[src/rtl/demo_dual_sequencer.sv]
// demo_dual_sequencer
// Scripted start/mode driver for two bus-bridge demo instances. It pulses start
// for the selected side(s) and then follows each side's ready handshake. Each
// wait has a timeout. The LED result is captured as each side completes.
module demo_dual_sequencer #(
    parameter int DATA_WIDTH   = 8,
    parameter int START_CYCLES = 4,
    parameter int TIMEOUT_W    = 24,
    parameter int BUSY_TIMEOUT = 1000,
    parameter int DONE_TIMEOUT = 2000000
) (
    input  logic                  clk,
    input  logic                  rst,
    input  logic                  go,
    input  logic [1:0]            seq_sel,
    input  logic                  mode_a_in,
    input  logic                  mode_b_in,
    input  logic                  ready_a,
    input  logic                  ready_b,
    input  logic [DATA_WIDTH-1:0] led_a,
    input  logic [DATA_WIDTH-1:0] led_b,
    output logic                  start_a,
    output logic                  start_b,
    output logic                  mode_a,
    output logic                  mode_b,
    output logic                  busy,
    output logic                  done,
    output logic [1:0]            err,
    output logic [DATA_WIDTH-1:0] led_a_cap,
    output logic [DATA_WIDTH-1:0] led_b_cap,
    output logic [7:0]            run_count
);

    typedef enum logic [2:0] {
        ST_IDLE,
        ST_PULSE,
        ST_WAIT_BUSY,
        ST_WAIT_DONE,
        ST_FINISH
    } state_t;

    localparam logic [TIMEOUT_W-1:0] PULSE_LAST = TIMEOUT_W'(START_CYCLES - 1);
    localparam logic [TIMEOUT_W-1:0] BUSY_LIM   = TIMEOUT_W'(BUSY_TIMEOUT);
    localparam logic [TIMEOUT_W-1:0] DONE_LIM   = TIMEOUT_W'(DONE_TIMEOUT);
    localparam logic [TIMEOUT_W-1:0] CNT_MAX    = '1;

    state_t                  state_reg, state_next;
    logic [1:0]              seq_reg;
    logic                    mode_a_reg, mode_b_reg;
    logic [1:0]              active_reg;   // bit 0 = side A, bit 1 = side B
    logic [1:0]              seen_reg;     // ready seen low since this set's pulse ended
    logic [1:0]              fin_reg;      // ready returned high, LED captured
    logic [1:0]              err_reg;
    logic [TIMEOUT_W-1:0]    cnt_reg, cnt_next;
    logic [DATA_WIDTH-1:0]   cap_reg  [2];
    logic [DATA_WIDTH-1:0]   cap_next [2];
    logic [7:0]              run_count_reg;

    logic [1:0]              ready_vec;
    logic [DATA_WIDTH-1:0]   led_vec [2];
    logic [1:0]              low_hit, fin_hit;
    logic [1:0]              seen_upd, fin_upd;
    logic                    sample_en, go_accept, enter_pulse;
    logic                    all_seen, all_fin, busy_tmo, done_tmo, more_sets;
    logic [1:0]              active_dec;

    assign ready_vec  = {ready_b, ready_a};
    assign led_vec[0] = led_a;
    assign led_vec[1] = led_b;

    // Ready is only tracked after the pulse ends, so a glitch inside PULSE is invisible.
    assign sample_en = (state_reg == ST_WAIT_BUSY) || (state_reg == ST_WAIT_DONE);
    assign go_accept = (state_reg == ST_IDLE) && go;

    // Per-side handshake tracking: low is sticky; completion needs an earlier low.
    genvar gi;
    generate
        for (gi = 0; gi < 2; gi++) begin : g_side
            assign low_hit[gi]  = sample_en && active_reg[gi] && !ready_vec[gi];
            assign fin_hit[gi]  = sample_en && active_reg[gi] && seen_reg[gi] &&
                                  !fin_reg[gi] && ready_vec[gi];
            assign seen_upd[gi] = seen_reg[gi] | low_hit[gi];
            assign fin_upd[gi]  = fin_reg[gi] | fin_hit[gi];
            assign cap_next[gi] = fin_hit[gi] ? led_vec[gi] : cap_reg[gi];
        end
    endgenerate

    assign all_seen  = ((seen_upd & active_reg) == active_reg);
    assign all_fin   = ((fin_upd & active_reg) == active_reg);
    assign busy_tmo  = (cnt_reg > BUSY_LIM);
    assign done_tmo  = (cnt_reg > DONE_LIM);
    // A-then-B runs still have side B to go after side A's set.
    assign more_sets = (seq_reg == 2'b10) && (active_reg == 2'b01);

    // Map the selection code to the set of sides that runs first.
    always_comb begin
        active_dec = 2'b01;
        case (seq_sel)
            2'b00:   active_dec = 2'b01;
            2'b01:   active_dec = 2'b10;
            2'b10:   active_dec = 2'b01;
            default: active_dec = 2'b11;
        endcase
    end

    // State register.
    always_ff @(posedge clk) begin
        if (rst) begin
            state_reg <= ST_IDLE;
        end else begin
            state_reg <= state_next;
        end
    end

    // Next-state logic. A completion takes priority over a timeout in the same cycle.
    always_comb begin
        state_next = state_reg;
        case (state_reg)
            ST_IDLE: begin
                if (go) state_next = ST_PULSE;
            end
            ST_PULSE: begin
                if (cnt_reg >= PULSE_LAST) state_next = ST_WAIT_BUSY;
            end
            ST_WAIT_BUSY: begin
                if (all_seen)      state_next = ST_WAIT_DONE;
                else if (busy_tmo) state_next = ST_FINISH;
            end
            ST_WAIT_DONE: begin
                if (all_fin)       state_next = more_sets ? ST_PULSE : ST_FINISH;
                else if (done_tmo) state_next = ST_FINISH;
            end
            ST_FINISH: begin
                state_next = ST_IDLE;
            end
            default: state_next = ST_IDLE;
        endcase
    end

    // The counter measures time spent in the current state. It restarts on every entry and saturates.
    assign enter_pulse = (state_next == ST_PULSE) && (state_reg != ST_PULSE);

    always_comb begin
        if (state_next != state_reg) begin
            cnt_next = '0;
        end else if (cnt_reg == CNT_MAX) begin
            cnt_next = cnt_reg;
        end else begin
            cnt_next = cnt_reg + TIMEOUT_W'(1);
        end
    end

    // Run context, error capture, handshake tracking and result capture.
    always_ff @(posedge clk) begin
        if (rst) begin
            seq_reg       <= 2'b00;
            mode_a_reg    <= 1'b0;
            mode_b_reg    <= 1'b0;
            active_reg    <= 2'b00;
            err_reg       <= 2'b00;
            seen_reg      <= 2'b00;
            fin_reg       <= 2'b00;
            cnt_reg       <= '0;
            cap_reg[0]    <= '0;
            cap_reg[1]    <= '0;
            run_count_reg <= 8'd0;
        end else begin
            cnt_reg    <= cnt_next;
            cap_reg[0] <= cap_next[0];
            cap_reg[1] <= cap_next[1];

            if (enter_pulse) begin
                seen_reg <= 2'b00;
                fin_reg  <= 2'b00;
            end else begin
                seen_reg <= seen_upd;
                fin_reg  <= fin_upd;
            end

            if (go_accept) begin
                seq_reg    <= seq_sel;
                mode_a_reg <= mode_a_in;
                mode_b_reg <= mode_b_in;
                active_reg <= active_dec;
                err_reg    <= 2'b00;
            end

            if (state_reg == ST_WAIT_BUSY && !all_seen && busy_tmo) begin
                err_reg <= active_reg & ~seen_upd;
            end

            if (state_reg == ST_WAIT_DONE) begin
                if (all_fin) begin
                    if (more_sets) active_reg <= 2'b10;
                end else if (done_tmo) begin
                    err_reg <= active_reg & ~fin_upd;
                end
            end

            if (state_reg == ST_FINISH && err_reg == 2'b00) begin
                run_count_reg <= run_count_reg + 8'd1;
            end
        end
    end

    // Output decode from the current state and the registered run context.
    always_comb begin
        start_a   = (state_reg == ST_PULSE) && active_reg[0];
        start_b   = (state_reg == ST_PULSE) && active_reg[1];
        busy      = (state_reg != ST_IDLE);
        done      = (state_reg == ST_FINISH);
        mode_a    = mode_a_reg;
        mode_b    = mode_b_reg;
        err       = err_reg;
        led_a_cap = cap_reg[0];
        led_b_cap = cap_reg[1];
        run_count = run_count_reg;
    end

endmodule

[config.mk]
export PLATFORM = sky130hd
export DESIGN_NAME = demo_dual_sequencer
export DESIGN_NICKNAME = d
export VERILOG_FILES = /design/src/rtl/demo_dual_sequencer.sv
export SDC_FILE = /design/constraint.sdc
export NUM_CORES = 1
export LEC_CHECK = 0
export ABC_AREA = 1
export ABC_CLOCK_PERIOD_IN_PS = 5200
export CAP_MARGIN = 15
export CORE_MARGIN = 5
export CORE_UTILIZATION = 36
export DETAILED_ROUTE_END_ITERATION = 10
export PLACE_DENSITY = 0.61
export SLEW_MARGIN = 10
export SYNTH_ARGS = -nofsm -noshare
export SYNTH_HDL_FRONTEND = slang
export SYNTH_SLANG_ARGS = --single-unit
[constraint.sdc]
create_clock -name clk -period 5.2 [get_ports clk]
set_input_delay 0.78 -clock clk [delete_from_list [all_inputs] [get_ports clk]]
set_output_delay 0.78 -clock clk [all_outputs]
set_load 0.01 [all_outputs]
---- Word level (Yosys, flattened, before mapping) ----
Memory sizes are Yosys's and may differ from the RTL's.
Index checks and enable logic that the tools add are counted.
word-level totals
  input bits .............................. 25
  memories ................................ 1
  logic and storage cells ................. 98
  flip-flop bits (word level) ............. 47
  output and inout bits ................... 32
  bits in writable memories ............... 16
memory list
  name     depth  bits a word  rd ports  clocked after memory_dff  write ports  RTL line  source
  cap_reg  2      8            2         0                         2            55        logic [DATA_WIDTH-1:0] cap_reg [2];
operators by class
  multiplexer cells ....................... 25
  eq/ne operators ......................... 14
  reduce and logical (&&, ||, !) cells .... 31
  bitwise gates (word level) .............. 12
  add/sub/neg operators ................... 2
  order comparisons ....................... 3
operator list
  cell                     count
  $mux W8                  4
  $add A24 B1 Y24 const B  1
  $eq A24 B24 Y1 const B   1
  $ge A24 B2 Y1 const B    1
  $gt A24 B10 Y1 const B   1
  $gt A24 B21 Y1 const B   1
  $mux W3                  7
  $logic_and A1 B1 Y1      18
  $mux W2                  9
  $pmux W3 S4              1
  $add A8 B1 Y8 const B    1
  $and A2 B2 Y2            4
  $eq A3 B1 Y1 const B     2
  $eq A3 B2 Y1 const B     2
  $or A1 B1 Y1             6
  $reduce_or A2 Y1         3
  $logic_not A1 Y1         5
  $eq A2 B1 Y1 const B     2
  $eq A2 B2 Y1             2
  $eq A2 B2 Y1 const B     2
  $logic_not A2 Y1         2
  $not A2 Y2               2
  $pmux W2 S2              1
  $eq A3 B3 Y1 const B     1
  other kinds (6)          8

---- Logic depth before layout (Yosys ltp) ----
  word-level depth ........................ 14
  mapped depth ............................ 16

---- Worst setup path after synthesis ----
No wires, ideal clock.
  path type ............................... input to register
  from .................................... input port ready_b
  to ...................................... register cnt_reg[7]
  stages .................................. 14
  required time ........................... 5.081 ns
  path slack .............................. 3.153 ns
  arrival ................................. 1.928 ns
  path buffers ............................ 1
  cells stage by stage .................... inv_1 > nor2_1 > nand2_4 > nand3_2 > nand3_2 > nor2_4 > nor2_2 > nand2_1 > nand2_1 > nand2_1 > inv_2 > nand2_4 > buf_6 > nor2_2
on the way
  longest elaborated chain between the ends .. 9
  elaborated cells between the ends (all ways) .. 14
  classes of those cells .................. eq/ne: 3; mux: 3; bitwise: 4; reduce/logical: 4
RTL lines
  item                                   RTL line  source
  from (decl)                            19        input logic ready_b,
  $logic_not A1 Y1                       79        assign low_hit[gi] = sample_en && active_reg[gi] && !ready_vec[gi];
  $logic_and A1 B1 Y1                    79
  $or A1 B1 Y1                           82        assign seen_upd[gi] = seen_reg[gi] | low_hit[gi];
  $and A2 B2 Y2                          88        assign all_seen = ((seen_upd & active_reg) == active_reg);
  $eq A2 B2 Y1                           88
  $mux W3                                126       if (all_seen) state_next = ST_WAIT_DONE;
  $pmux W3 S4 (*)                        118       case (state_reg)
  $ne A3 B3 Y1 (*)                       144       if (state_next != state_reg) begin
  $reduce_or A2 Y1 (no source line) (*)  n/a
  to (signal assigned)                   168       cnt_reg <= cnt_next;
  to (decl)                              54        logic [TIMEOUT_W-1:0] cnt_reg, cnt_next;
Mark *: on every way between the ends. The rest lies on a longest branch, timed or not.
A chain may end at the register's enable or synchronous reset.

---- Worst setup path in the final report ----
  from .................................... register state_reg[0]
  to ...................................... output port start_b
on the way
  longest elaborated chain between the ends .. 2
RTL lines
  item                    RTL line  source
  from (decl)             47        state_t state_reg, state_next;
  from (signal assigned)  111       state_reg <= state_next;
  $eq A3 B1 Y1            209       start_b = (state_reg == ST_PULSE) && active_reg[1];
  $logic_and A1 B1 Y1     209
  to (decl)               23        output logic start_b,
Every way passes these cells.

==> results.yml <==
status:
  status: "finished, final reports clean"
worst_hold_path:
  hold_class: "reg2reg"
  hold_start: "seq_reg[1]"
  holdPathEnd: "seq_reg[1]"
  hold_depth: 2
power_and_ir_drop:
  pwr-share-seq_pct: 46.1
  netSwitchingPower_mw: 0.265
  p_total_mw: 1.08
  internal-power_mw: 0.812
  p_sw_share_pct: 24.6
  powerDensity_nw_per_um2: 253
  power_frac_comb_pct: 8.4
  clkPwrFrac_pct: 45.5
  irDropWorstVdd_mv: 0.181
  p_leak_nw: 1.62
worst_setup_path:
  reg2reg_to: "cnt_reg[22]"
  startpoint_type: "register"
  worstPathArrival_ns: 1.91
  r2r_setup_slack_ns: 2.88
  path_class: "reg2out"
  critPathCaptureType: "primary output"
  crit_fanout: 5
  timing.rr.start: "cnt_reg[0]"
  cp.required_ns: 4.42
  rr_worst_depth: 10
placed_design:
  place_ws_ns: 2.33
  dp.final_hpwl_mm: 6.61
  port_buffers: 56
  place_area_sq_um: 4030
  gp_congestion: 0.922
  dp_cells: 656
cells_and_area:
  fin_util_pct: 46.3
  syn_to_final_growth_pct: 26.1
  final_nets: 584
  final_cell_area_sq_um: 4260
  largest_register_ffs: 24
  drive_above_1_share_pct: 10.5
  antenna_cells: 0
  stdcell_count: 672
sta:
  layout_min_cycle_time_ns: 2.69
  slew_violations: 0
  tns_ns: 0
  min_period_over_period_pct: 51.8
  setup_viol: 0
  fmax_mhz: 371
  whs_ns: 0.470
  clock-skew-final_ns: 0.0105
  rsz0062_at_grt: "no"
  hold_viol: 0
  worstMarginPinSlew_ns: 0.592
  slew_headroom_pct: 60.5
  postLayoutSetupSlackWorst_ns: 2.51
logic_synthesis:
  yosysMostFrequentCell: "nor2_1"
  synth_warnings: 0
  synth_common_cells: "nor2_1, nand2_1, dfxtp_1, inv_1, nand3_1"
  ys_seq_area_share_pct: 37.3
  synth_area_leaders: "dfxtp_1, nor2_1, nand2_1, inv_1, nand3_1"
  yosysTopAreaCell: "dfxtp_1"
  yosys_most_used_dff: "dfxtp_1"
  synth.top_cell.area_share_pct: 37.3
  synthDistinctLibCells: 31
  synth-async-reset-ratio_pct: 0
  syn_area_per_cell_sq_um: 6.82
  ys_ff_latch: 63
  syn_inst: 495
  synth_area_sq_um: 3380
  synth_nets: 523
  synth-edff-count: 0
floorplanning:
  die_h_um: 107
  die_w_um: 107
  dieArea_sq_um: 11400
  initial_utilization_pct: 36.7
  fp.coreArea_sq_um: 9200
  io_pins: 57
  rows: 35
detailed_routing:
  first_iter_violations: 167
  drc_errors: 0
  vias: 3270
  routedWlPerCell_um: 12.6
  wirelength_mm: 8.48
  antenna_left: 0
  via_per_inst: 4.87
  dr.pass1.iters: 5
global_routing:
  overflow: 0
  grt_pass1_wl_mm: 14.4
  grt_pass1_vias: 3133
  grt_util_all_layers_pct: 15.6
  grt_antenna_before_repair: 0
  grt_max_degree: 25
clock_tree:
  clk_latency_ns: 0.35
  cts_max_path_buffers: 2
  cts_setup_buffers: 0
  cts.sinks: 63
  cts_tree: "done"
  post_cts_resized: 0
  ctsRootBufferMaster: "clkbuf_8"
  clk_pin_slew_ns: 0.07
  cts_hold_buf: 0
  htreeDepth: 3
  cts_buffers: 9
job:
  maxCapViolations: 0
cell type report:
| cell class | count | area, sq um |
|---|---|---|
| Multi-Input combinational cell | 362 | 1830 |
| Fill cell | 982 | 4940 |
| Sequential cell | 63 | 1260 |
| Clock inverter | 6 | 92.6 |
| Tap cell | 111 | 139 |
| Timing Repair Buffer | 56 | 561 |
| Inverter | 64 | 240 |
| Clock buffer | 10 | 138 |
placed cells by master (no fill, tap or decap), drive strengths merged:
master and instances:
xor2 12, clkinv 4, inv 62, bufinv 2, clkbuf 10, clkinvlp 2
a21oi 23, o211ai 1, o22ai 4, nand4 15, nor3 21, a31oi 1
dfxtp 63, o21ai 24, nand3 29, ha 3, clkdlybuf4s50 56, nand3b 1
nand2 86, nor2 134, xnor2 6, nor4 2
metal layers:
metal / wire, um / track usage, %
met5: 0 / 0
met4: 165 / 6.67
met3: 363 / 2.83
met2: 3860 / 24.5
met1: 4090 / 21.1
power by group through the flow:
stage	logic, mW	clock network (mW)	registers (mW)
after floorplan	0.0623	0	0.506
after global placement	0.0905	0	0.508
after detailed placement	0.0909	0	0.508
after CTS	0.0914	0.502	0.497
after global routing	0.101	0.521	0.498
final	0.0906	0.490	0.497
cells by family (layout without fill, tap and decap cells):
logic type	Yosys count	in the layout	share of synthesized area (%)
and+or+nand+nor	288	288	40.1
buffers and inverters	70	136	8.52
DFF	63	63	37.3
AOI/OAI and AO/OA	53	53	8.23
xor gates and xnor gates	18	18	4.67
adders and majority gates	3	3	1.11
how the worst max path moves through the flow:
stage                      start           to  cells past startpoint
floorplan                ready_b   cnt_reg[7]                     14
global placement         ready_b  cnt_reg[11]                     14
detailed placement       ready_b  cnt_reg[11]                     14
CTS                 state_reg[0]      start_b                      5
global route        state_reg[0]      start_b                      5
finish              state_reg[0]      start_b                      5
worst max-delay path, stage by stage, from the launching register on:
cell,delay [ns]
dfxtp_1,0.38
inv_1,0.11
nor3_1,0.27
inv_1,0.14
nor2_1,0.13
clkdlybuf4s50_1,0.55
Note: power is estimated with default switching activity, not from simulation.
